[src/rtl/fpu_arbiter.sv]
// Round-robin share of one combinational fpu among NUM_REQ requesters; FPU_LAT cycles accept-to-response, optional sticky flags via FPU_ARB_STICKY_FLAGS_EN.
// Response holds in RESP until rsp_ready[grant]; no request is accepted outside IDLE, so pending requesters simply wait.
module fpu (
  input  logic [31:0] opd1,
  input  logic [31:0] opd2,
  input  logic [1:0]  op,
  output logic [31:0] res,
  output logic [3:0]  flags
);
  logic        sa, sb, s_big, sgn, a_big, nan_in, is_zero;
  logic [7:0]  ea, eb, e_big, diff;
  logic [23:0] ma, mb, m_big, m_sml;
  logic [24:0] sum;
  logic [4:0]  msb;
  logic [47:0] prod;
  logic [9:0]  exp_w;
  logic [22:0] mant;

  // op: 00 add, 01 sub, 10 mul, 11 abs(opd1); truncating, denormals flushed, Inf/NaN inputs give qNaN
  always_comb begin
    sa     = opd1[31];
    sb     = opd2[31] ^ (op == 2'b01);
    ea     = opd1[30:23];
    eb     = opd2[30:23];
    ma     = (ea != 8'd0) ? {1'b1, opd1[22:0]} : 24'd0;
    mb     = (eb != 8'd0) ? {1'b1, opd2[22:0]} : 24'd0;
    nan_in = (ea == 8'hFF) || (eb == 8'hFF);
    a_big  = opd1[30:0] >= opd2[30:0];
    s_big  = a_big ? sa : sb;
    e_big  = a_big ? ea : eb;
    m_big  = a_big ? ma : mb;
    m_sml  = a_big ? mb : ma;
    diff   = a_big ? ea - eb : eb - ea;
    sum    = (sa == sb) ? {1'b0, m_big} + {1'b0, m_sml >> diff}
                        : {1'b0, m_big} - {1'b0, m_sml >> diff};
    msb = 5'd0;
    for (int k = 0; k < 25; k++)
      if (sum[k]) msb = 5'(k);
    prod = {24'd0, ma} * {24'd0, mb};
    case (op)
      2'b10: begin
        is_zero = (ma == 24'd0) || (mb == 24'd0);
        sgn     = sa ^ sb;
        exp_w   = {2'b00, ea} + {2'b00, eb} - 10'd127 + {9'd0, prod[47]};
        mant    = prod[47] ? 23'(prod >> 24) : 23'(prod >> 23);
      end
      2'b11: begin
        is_zero = (ma == 24'd0);
        sgn     = 1'b0;
        exp_w   = {2'b00, ea};
        mant    = opd1[22:0];
      end
      default: begin
        is_zero = (sum == 25'd0);
        sgn     = s_big;
        exp_w   = {2'b00, e_big} + {5'd0, msb} - 10'd23;
        mant    = 23'((sum << (5'd24 - msb)) >> 1);
      end
    endcase
    if (nan_in) begin
      res = 32'h7FC0_0000; flags = 4'b0010;
    end else if (is_zero) begin
      res = 32'd0;         flags = 4'b0001;
    end else if (exp_w[9] || exp_w == 10'd0) begin
      res = {sgn, 31'd0};  flags = 4'b0101;
    end else if (exp_w >= 10'd255) begin
      res = {sgn, 8'hFF, 23'd0}; flags = 4'b1000;
    end else begin
      res = {sgn, exp_w[7:0], mant}; flags = 4'b0000;
    end
  end
endmodule

module fpu_arbiter #(
  parameter int NUM_REQ = 4,
  parameter int FPU_LAT = 1
) (
  input  logic                 clk,
  input  logic                 rst_n,
  input  logic [NUM_REQ-1:0]   req_valid,
  output logic [NUM_REQ-1:0]   req_ready,
  input  logic [NUM_REQ*32-1:0] req_opd1,
  input  logic [NUM_REQ*32-1:0] req_opd2,
  input  logic [NUM_REQ*2-1:0] req_op,
  output logic [NUM_REQ-1:0]   rsp_valid,
  input  logic [NUM_REQ-1:0]   rsp_ready,
  output logic [31:0]          rsp_res,
  output logic [3:0]           rsp_flags,
`ifdef FPU_ARB_STICKY_FLAGS_EN
  output logic                 busy,
  input  logic                 clr_sticky,
  output logic [NUM_REQ*4-1:0] sticky_flags
`else
  output logic                 busy
`endif
);
  localparam int PW = $clog2(NUM_REQ);
  localparam int CW = (FPU_LAT > 1) ? $clog2(FPU_LAT) : 1;

  typedef enum logic [1:0] {IDLE, EVAL, RESP} state_t;

  state_t        state;
  logic [PW-1:0] ptr, grant, win_idx, cand;
  logic          win_vld;
  logic [CW-1:0] cnt;
  logic [31:0]   opd1_q, opd2_q, fpu_res;
  logic [1:0]    op_q;
  logic [3:0]    fpu_flags;

  fpu u_fpu (
    .opd1  (opd1_q),
    .opd2  (opd2_q),
    .op    (op_q),
    .res   (fpu_res),
    .flags (fpu_flags)
  );

  // Scan downward so the requester closest to ptr is the last to overwrite
  always_comb begin
    win_vld = 1'b0;
    win_idx = '0;
    cand    = '0;
    for (int k = NUM_REQ - 1; k >= 0; k--) begin
      cand = PW'((int'(ptr) + k) % NUM_REQ);
      if (req_valid[cand]) begin
        win_idx = cand;
        win_vld = 1'b1;
      end
    end
  end

  always_comb begin
    req_ready = '0;
    if (state == IDLE && rst_n && win_vld) req_ready[win_idx] = 1'b1;
  end

  always_ff @(posedge clk or negedge rst_n) begin
    if (!rst_n) begin
      state     <= IDLE;
      ptr       <= '0;
      grant     <= '0;
      cnt       <= '0;
      opd1_q    <= '0;
      opd2_q    <= '0;
      op_q      <= '0;
      rsp_res   <= '0;
      rsp_flags <= '0;
      rsp_valid <= '0;
      busy      <= 1'b0;
    end else begin
      case (state)
        IDLE: if (win_vld) begin
          opd1_q <= req_opd1[32*win_idx +: 32];
          opd2_q <= req_opd2[32*win_idx +: 32];
          op_q   <= req_op[2*win_idx +: 2];
          grant  <= win_idx;
          cnt    <= CW'(FPU_LAT - 1);
          ptr    <= (win_idx == PW'(NUM_REQ - 1)) ? '0 : win_idx + 1'b1;
          busy   <= 1'b1;
          state  <= EVAL;
        end
        EVAL: if (cnt == '0) begin
          rsp_res   <= fpu_res;
          rsp_flags <= fpu_flags;
          rsp_valid <= NUM_REQ'(1) << grant;
          state     <= RESP;
        end else begin
          cnt <= cnt - 1'b1;
        end
        RESP: if (rsp_ready[grant]) begin
          rsp_valid <= '0;
          busy      <= 1'b0;
          state     <= IDLE;
        end
        default: state <= IDLE;
      endcase
    end
  end

`ifdef FPU_ARB_STICKY_FLAGS_EN
  always_ff @(posedge clk or negedge rst_n) begin
    if (!rst_n) begin
      sticky_flags <= '0;
    end else if (clr_sticky) begin
      sticky_flags <= '0;
    end else if (state == RESP && rsp_ready[grant]) begin
      sticky_flags[4*grant +: 4] <= sticky_flags[4*grant +: 4] | rsp_flags;
    end
  end
`endif
endmodule

[config.mk]
export PLATFORM = sky130hd
export DESIGN_NAME = fpu_arbiter
export DESIGN_NICKNAME = d
export VERILOG_FILES = /design/src/rtl/fpu_arbiter.sv
export SDC_FILE = /design/constraint.sdc
export NUM_CORES = 2
export LEC_CHECK = 0
export ABC_AREA = 1
export BUFFER_PORTS_ARGS = -buffer_cell sky130_fd_sc_hd__buf_2
export CAP_MARGIN = 15
export CORE_MARGIN = 5
export CORE_UTILIZATION = 30
export CTS_BUF_LIST = sky130_fd_sc_hd__clkbuf_4 sky130_fd_sc_hd__clkbuf_8 sky130_fd_sc_hd__clkbuf_16
export CTS_CLUSTER_DIAMETER = 100
export CTS_CLUSTER_SIZE = 14
export DETAILED_ROUTE_END_ITERATION = 16
export MAX_ROUTING_LAYER = met4
export REMOVE_ABC_BUFFERS = 1
export SLEW_MARGIN = 20
export SYNTH_ARGS = -nofsm -noshare
export SYNTH_HDL_FRONTEND = slang
export SYNTH_HIERARCHICAL = 1
export SYNTH_SLANG_ARGS = --single-unit
[constraint.sdc]
create_clock -name clk -period 34.1 [get_ports clk]
set_clock_uncertainty 0.15 [all_clocks]
set_input_delay 0 -clock clk [delete_from_list [all_inputs] [get_ports clk]]
set_output_delay 0 -clock clk [all_outputs]
set_load 0.02 [all_outputs]
Word-level counts from Yosys, hierarchy flattened
Index checks and enable logic that the tools add are counted.

Register bits after elaboration: 114. Input port bits: 274. Output and inout bits: 45. Word-level logic and storage cells: 159.

Add/sub/neg operators: 15. $mul: 1. Magnitude comparators: 9. Equality and inequality tests: 12. Shift operators: 6. Mux-type cells: 80. Bitwise logic cells: 3. Reductions and logical operators: 22.

Operators by type and width (number): 128-bit by 8-bit variable part select with 32-bit output (2); 5-bit two-way mux (23); 24-bit two-way mux (4); 32-bit two-way mux (2); 31-bit two-way mux (2); 24-bit zero test (2); 24-bit by 24-bit multiplier with 48-bit output (1); 23-bit one-hot mux with 2 select lines (1); 31-bit >= comparator (1); 4-bit two-way mux (7); 24-bit by 24-bit adder with 25-bit output (1); 25-bit zero test (1); 25-bit two-way mux (1); 25-bit by 5-bit << shifter with 24-bit output (1); 24-bit by 24-bit subtractor with 25-bit output (1); 24-bit by 8-bit right shift with 24-bit output (1); 23-bit two-way mux (1); 10-bit one-hot mux with 2 select lines (1); 2-bit by 3-bit less-than comparator with 1-bit output, second input constant (6); 8-bit == test, second input constant (2); 1-bit two-way mux (16); 2-bit two-way mux (8); 8-bit two-way mux (2); 8-bit nonzero test (2); other kinds (32) (59).

Depth between registers and ports, before layout
Word-level depth: 38. Gate-level depth with buffers: 83. Depth with buffers taken out: 80.

Modules after synthesis
Netlist, hierarchy kept.

Modules (own cells, without submodules): fpu (instances 1, cells an instance 3823, area an instance 26791.9 um^2, seq. area each 0.0 um^2); fpu_arbiter (instances 1, cells an instance 1070, area an instance 7303.3 um^2, seq. area each 2827.7 um^2).

Least setup slack after synthesis
OpenSTA, ideal clock, no wires.

Kind: reg2reg. Start point: register opd2_q[24]. End point: register rsp_res[10]. Library setup time: 0.065 ns. Arrival time: 11.063 ns. Data required time: 33.885 ns. Setup slack: 22.822 ns. Stages on the path, launching flop included: 60. Buffers on the path: 6. Period minus slack after synthesis: 11.278 ns. Cell sequence: dfrtp_1 > inv_1 > nand4_1 > nor2_1 > buf_2 > inv_1 > buf_2 > nand2_1 > clkbuf_1 > buf_1 > nor2_1 > fa_1 > fa_1 > fa_1 > fa_1 > fa_1 > inv_1 > fa_1 > [... 24 more ...] > nand3_1 > nand2_1 > a21oi_1 > o21ai_0 > and2_1 > o21ai_0 > nand2_1 > o21ai_0 > nand3_1 > nor2_1 > inv_1 > nor2_1 > inv_1 > nor2_8 > buf_6 > o211ai_2 > a21oi_2 > mux2_2.

Cells in the longest elaborated chain, start to end: 38. Elaborated cells on any way between the ends: 61. Classes of those cells: add/sub (10); mul (1); order compare (2); eq/ne (1); shift (2); mux (38); reduce/logical (7).

RTL lines: from (decl) (RTL line 106) `logic [31:0] opd1_q, opd2_q, fpu_res;`; from (signal assigned) (RTL line 154) `opd2_q <= req_opd2[32*win_idx +: 32];`; parallel branches: the longest is 37 deep, another holds 31-bit >= comparator; 32-bit two-way mux (*) (RTL line 60) `if (nan_in) begin`; via fpu_res[10] (RTL line 106); to (signal assigned) (RTL line 163) `rsp_res <= fpu_res;`; to (decl) (RTL line 87) `output logic [31:0] rsp_res,`.

Mark *: on every way through the listed nets, which the timed path passes. A chain may end at the register's enable or synchronous reset.

Worst setup path in the final report
Start point: register opd2_q[24]. End point: register rsp_res[11].

The elaborated chain is that of the path after synthesis.

==> out/metrics.csv <==
metric,value,unit
Routed Wire Length,134,mm
layout cell share with drive strength beyond 1,11.1,%
Synth Flop Type,dfrtp_1,
Hold/Removal Path Class,input port to register,
"area leader, netlist",fa_1,
post-synth design cell area,34100,um2
Layout area overhead,16.6,%
fillcell total,12161,
complex-gate fraction of the synthesized area,7.80,%
CP required,34.33,ns
Nets,6318,
pin count of the biggest net entering global routing,108,
Post-DRT Antenna Nets,0,
num rows,123,
setup bufs post-CTS,0,
"Slowest-stage cell, CP",inv_1,
final count of negative-setup-slack endpoints,0,
most frequent CP cell,nand2_1,
area occupied by multi-input gates,26500,um2
die height,347,um
number of synthesized flops with an enable pin,0,
GR Overflow Total,0,
GPL Wtd Cong,1.01,
simple logic cell fraction of the synthesized area,28.2,%
Max-Cap Viols,0,
CTS tree,built,
outcome,"finished, final reports clean",
final setup TNS,0,ns
f_max,71.9,MHz
crit end category,register,
Core Box Area,113000,um2
Tmin final,13.90,ns
Slew HR,25.2,%
CTS Buf Count,17,
Die Area,120000,um2
clk sinks,113,
post-synthesis mux area share,1.19,%
wire per inst,19.6,um
Die W,347,um
Final Max Slew Viols,0,
"delay-heaviest family, CP",adder cells,
Worst-Skew Late Latency,0.45,ns
DR iter-0 viols,2780,
Max Buffers Root-to-Sink,2,
Ys Warns,6,
fin crit share,40.8,%
Post-Syn Instances,4893,
Yosys cell types,63,
Initial Utilization,30.3,%
Final Hold Fails,0,
port bufs,318,
post-synthesis xor/xnor area fraction,2.11,%
drc violations,0,
Adder-Cell Fraction of Synth Area,38.2,%
syn_area_per_cell,6.97,um2
WP data arrival,14.14,ns
Worst-Margin Slew,1.11,ns
first drt pass iteration count,6,
buffers plus inverters on the worst setup path,12,
top-area cell type share of the netlist area,28.5,%
first-pass GRT wire length,204,mm
CP peak stage delay,0.81,ns
Total Routing Usage GR,22.4,%
Synth top cells by count,"1207 x nand2_1, 984 x inv_1, 509 x nand3_1",
Reg area,2830,um2
unrepaired setup endpoints after global routing,false,
peak fanout along the critical path,26,
Synth async-reset ratio,100,%
sequential element share of the synthesized area,8.29,%
main combinational cell family by area after synthesis,adder cells,
I/O pin count,319,
via count,33991,
Worst Setup Start Kind,register,
"Clk pin slew, worst setup/hold paths",0.06,ns
Post-DP HPWL,107,mm
Via density,4.99,
initial antenna violation count,4,
Synth area leaders,"fa_1 29%, nand2_1 13%, inv_1 11%, ha_1 9.7%, dfrtp_1 8.3%",
most common cell in the netlist,nand2_1,
clock root buffer,clkbuf_16,
#FFs+latches synth,113,
Clock H-tree levels,4,
vias in the first global route,34542,
kind of critical path,register to register,
layer usage:
layer / GRT usage, % / wire length [um] / vias up
li1: - / - / 15818
met1: 27.2 / 53300 / 16414
met2: 36.9 / 62300 / 1482
met3: 3.25 / 10300 / 277
met4: 10.6 / 7910 / 0
met5: - / 0 / -
cell type report:
class	instances	area share [%]
Multi-Input combinational cell	3549	66.5
Clock inverter	13	0.349
Antenna cell	4	0.0252
Clock buffer	18	1.09
Tap cell	1500	4.72
Timing Repair Buffer	598	10.6
Sequential cell	113	7.11
Inverter	1015	9.59
cells by family (layout without fill, tap and decap cells):
family | Yosys count | after routing
AND/OR/NAND/NOR | 2246 | 2246
AO/OA/AOI/OAI | 435 | 435
flip-flops | 113 | 113
XOR/XNOR | 82 | 82
multiplexers | 36 | 36
buffers and inverters | 1231 | 1644
adder cells (fa/ha/maj) | 750 | 750
other | 0 | 4
worst paths after layout:
path	to	slack (ns)	startpoint	cells past startpoint
hold / removal	busy$_DFFE_PN0P_	0.06	req_valid[2]	7
min in group asynchronous	rsp_res[19]$_DFFE_PN0P_	0.51	rst_n	4
setup / recovery	rsp_res[11]$_DFFE_PN0P_	20.20	opd2_q[24]$_DFFE_PN0P_	57
setup reg to reg	rsp_res[11]$_DFFE_PN0P_	20.20	opd2_q[24]$_DFFE_PN0P_	57
max in group asynchronous	opd2_q[10]$_DFFE_PN0P_	31.92	rst_n	5
hold reg to reg	opd2_q[2]$_DFFE_PN0P_	0.33	opd2_q[2]$_DFFE_PN0P_	2
flip-flops by register name, summed over array words and instances (netlist names):
register and count:
state 2, rsp_flags 4, opd1_q 32, ptr 2, opd2_q 32, rsp_res 32
busy 1, rsp_valid 4, grant 2, op_q 2
cell usage in the layout (no fill, tap or decap), types with 13 or more instances in the layout:
cell type,synthesis,final
a21o_1,14,14
a21oi_1,140,140
a21oi_2,13,13
a31oi_1,19,19
buf_2,69,317
buf_4,8,76
clkbuf_16,0,17
dfrtp_1,113,113
dlygate4sd3_1,0,204
fa_1,486,486
ha_1,264,264
inv_1,984,984
inv_2,22,22
mux2_2,36,36
nand2_1,1207,1206
nand2_2,19,19
nand3_1,509,509
nand4_1,28,28
nor2_1,383,378
nor3_1,16,16
o211ai_1,44,44
o211ai_2,14,14
o21ai_0,110,110
o21ai_1,28,28
or2_0,14,14
xnor2_1,31,31
xor2_1,51,51
tightest hold or removal path, cell delays in order:
cell and delay [ns]:
buf_2 0.09, nand2_1 0.06, o21ai_2 0.08, nor2_1 0.06, nand4_1 0.14, nand2_2 0.11, nand2_1 0.08
per-stage QoR:
step | utilization (%) | cell area, um2 | setup WS (ns) | std cells | hold WS [ns]
final | 35.3 | 39800 | 20.20 | 6810 | 0.0556
after global routing | 35.3 | 39800 | 19.45 | 6809 | 0.112
after CTS | 35.3 | 39800 | 20.47 | 6806 | 0.0352
after detailed placement | 33.0 | 37100 | 20.53 | 6570 | -0.207
after global placement | 33.0 | 37100 | 20.65 | 6570 | -0.203
after floorplan | - | 33100 | 21.91 | 4677 | -0.446
timing repair:
item,in CTS,in global routing
hold buffers,205,0
gates resized for setup,0,0
hold endpoints to repair,127,0
Power is left out: the tool's default activity adds up to more than one toggle a clock period on the data nets, which glitch-free logic cannot reach.
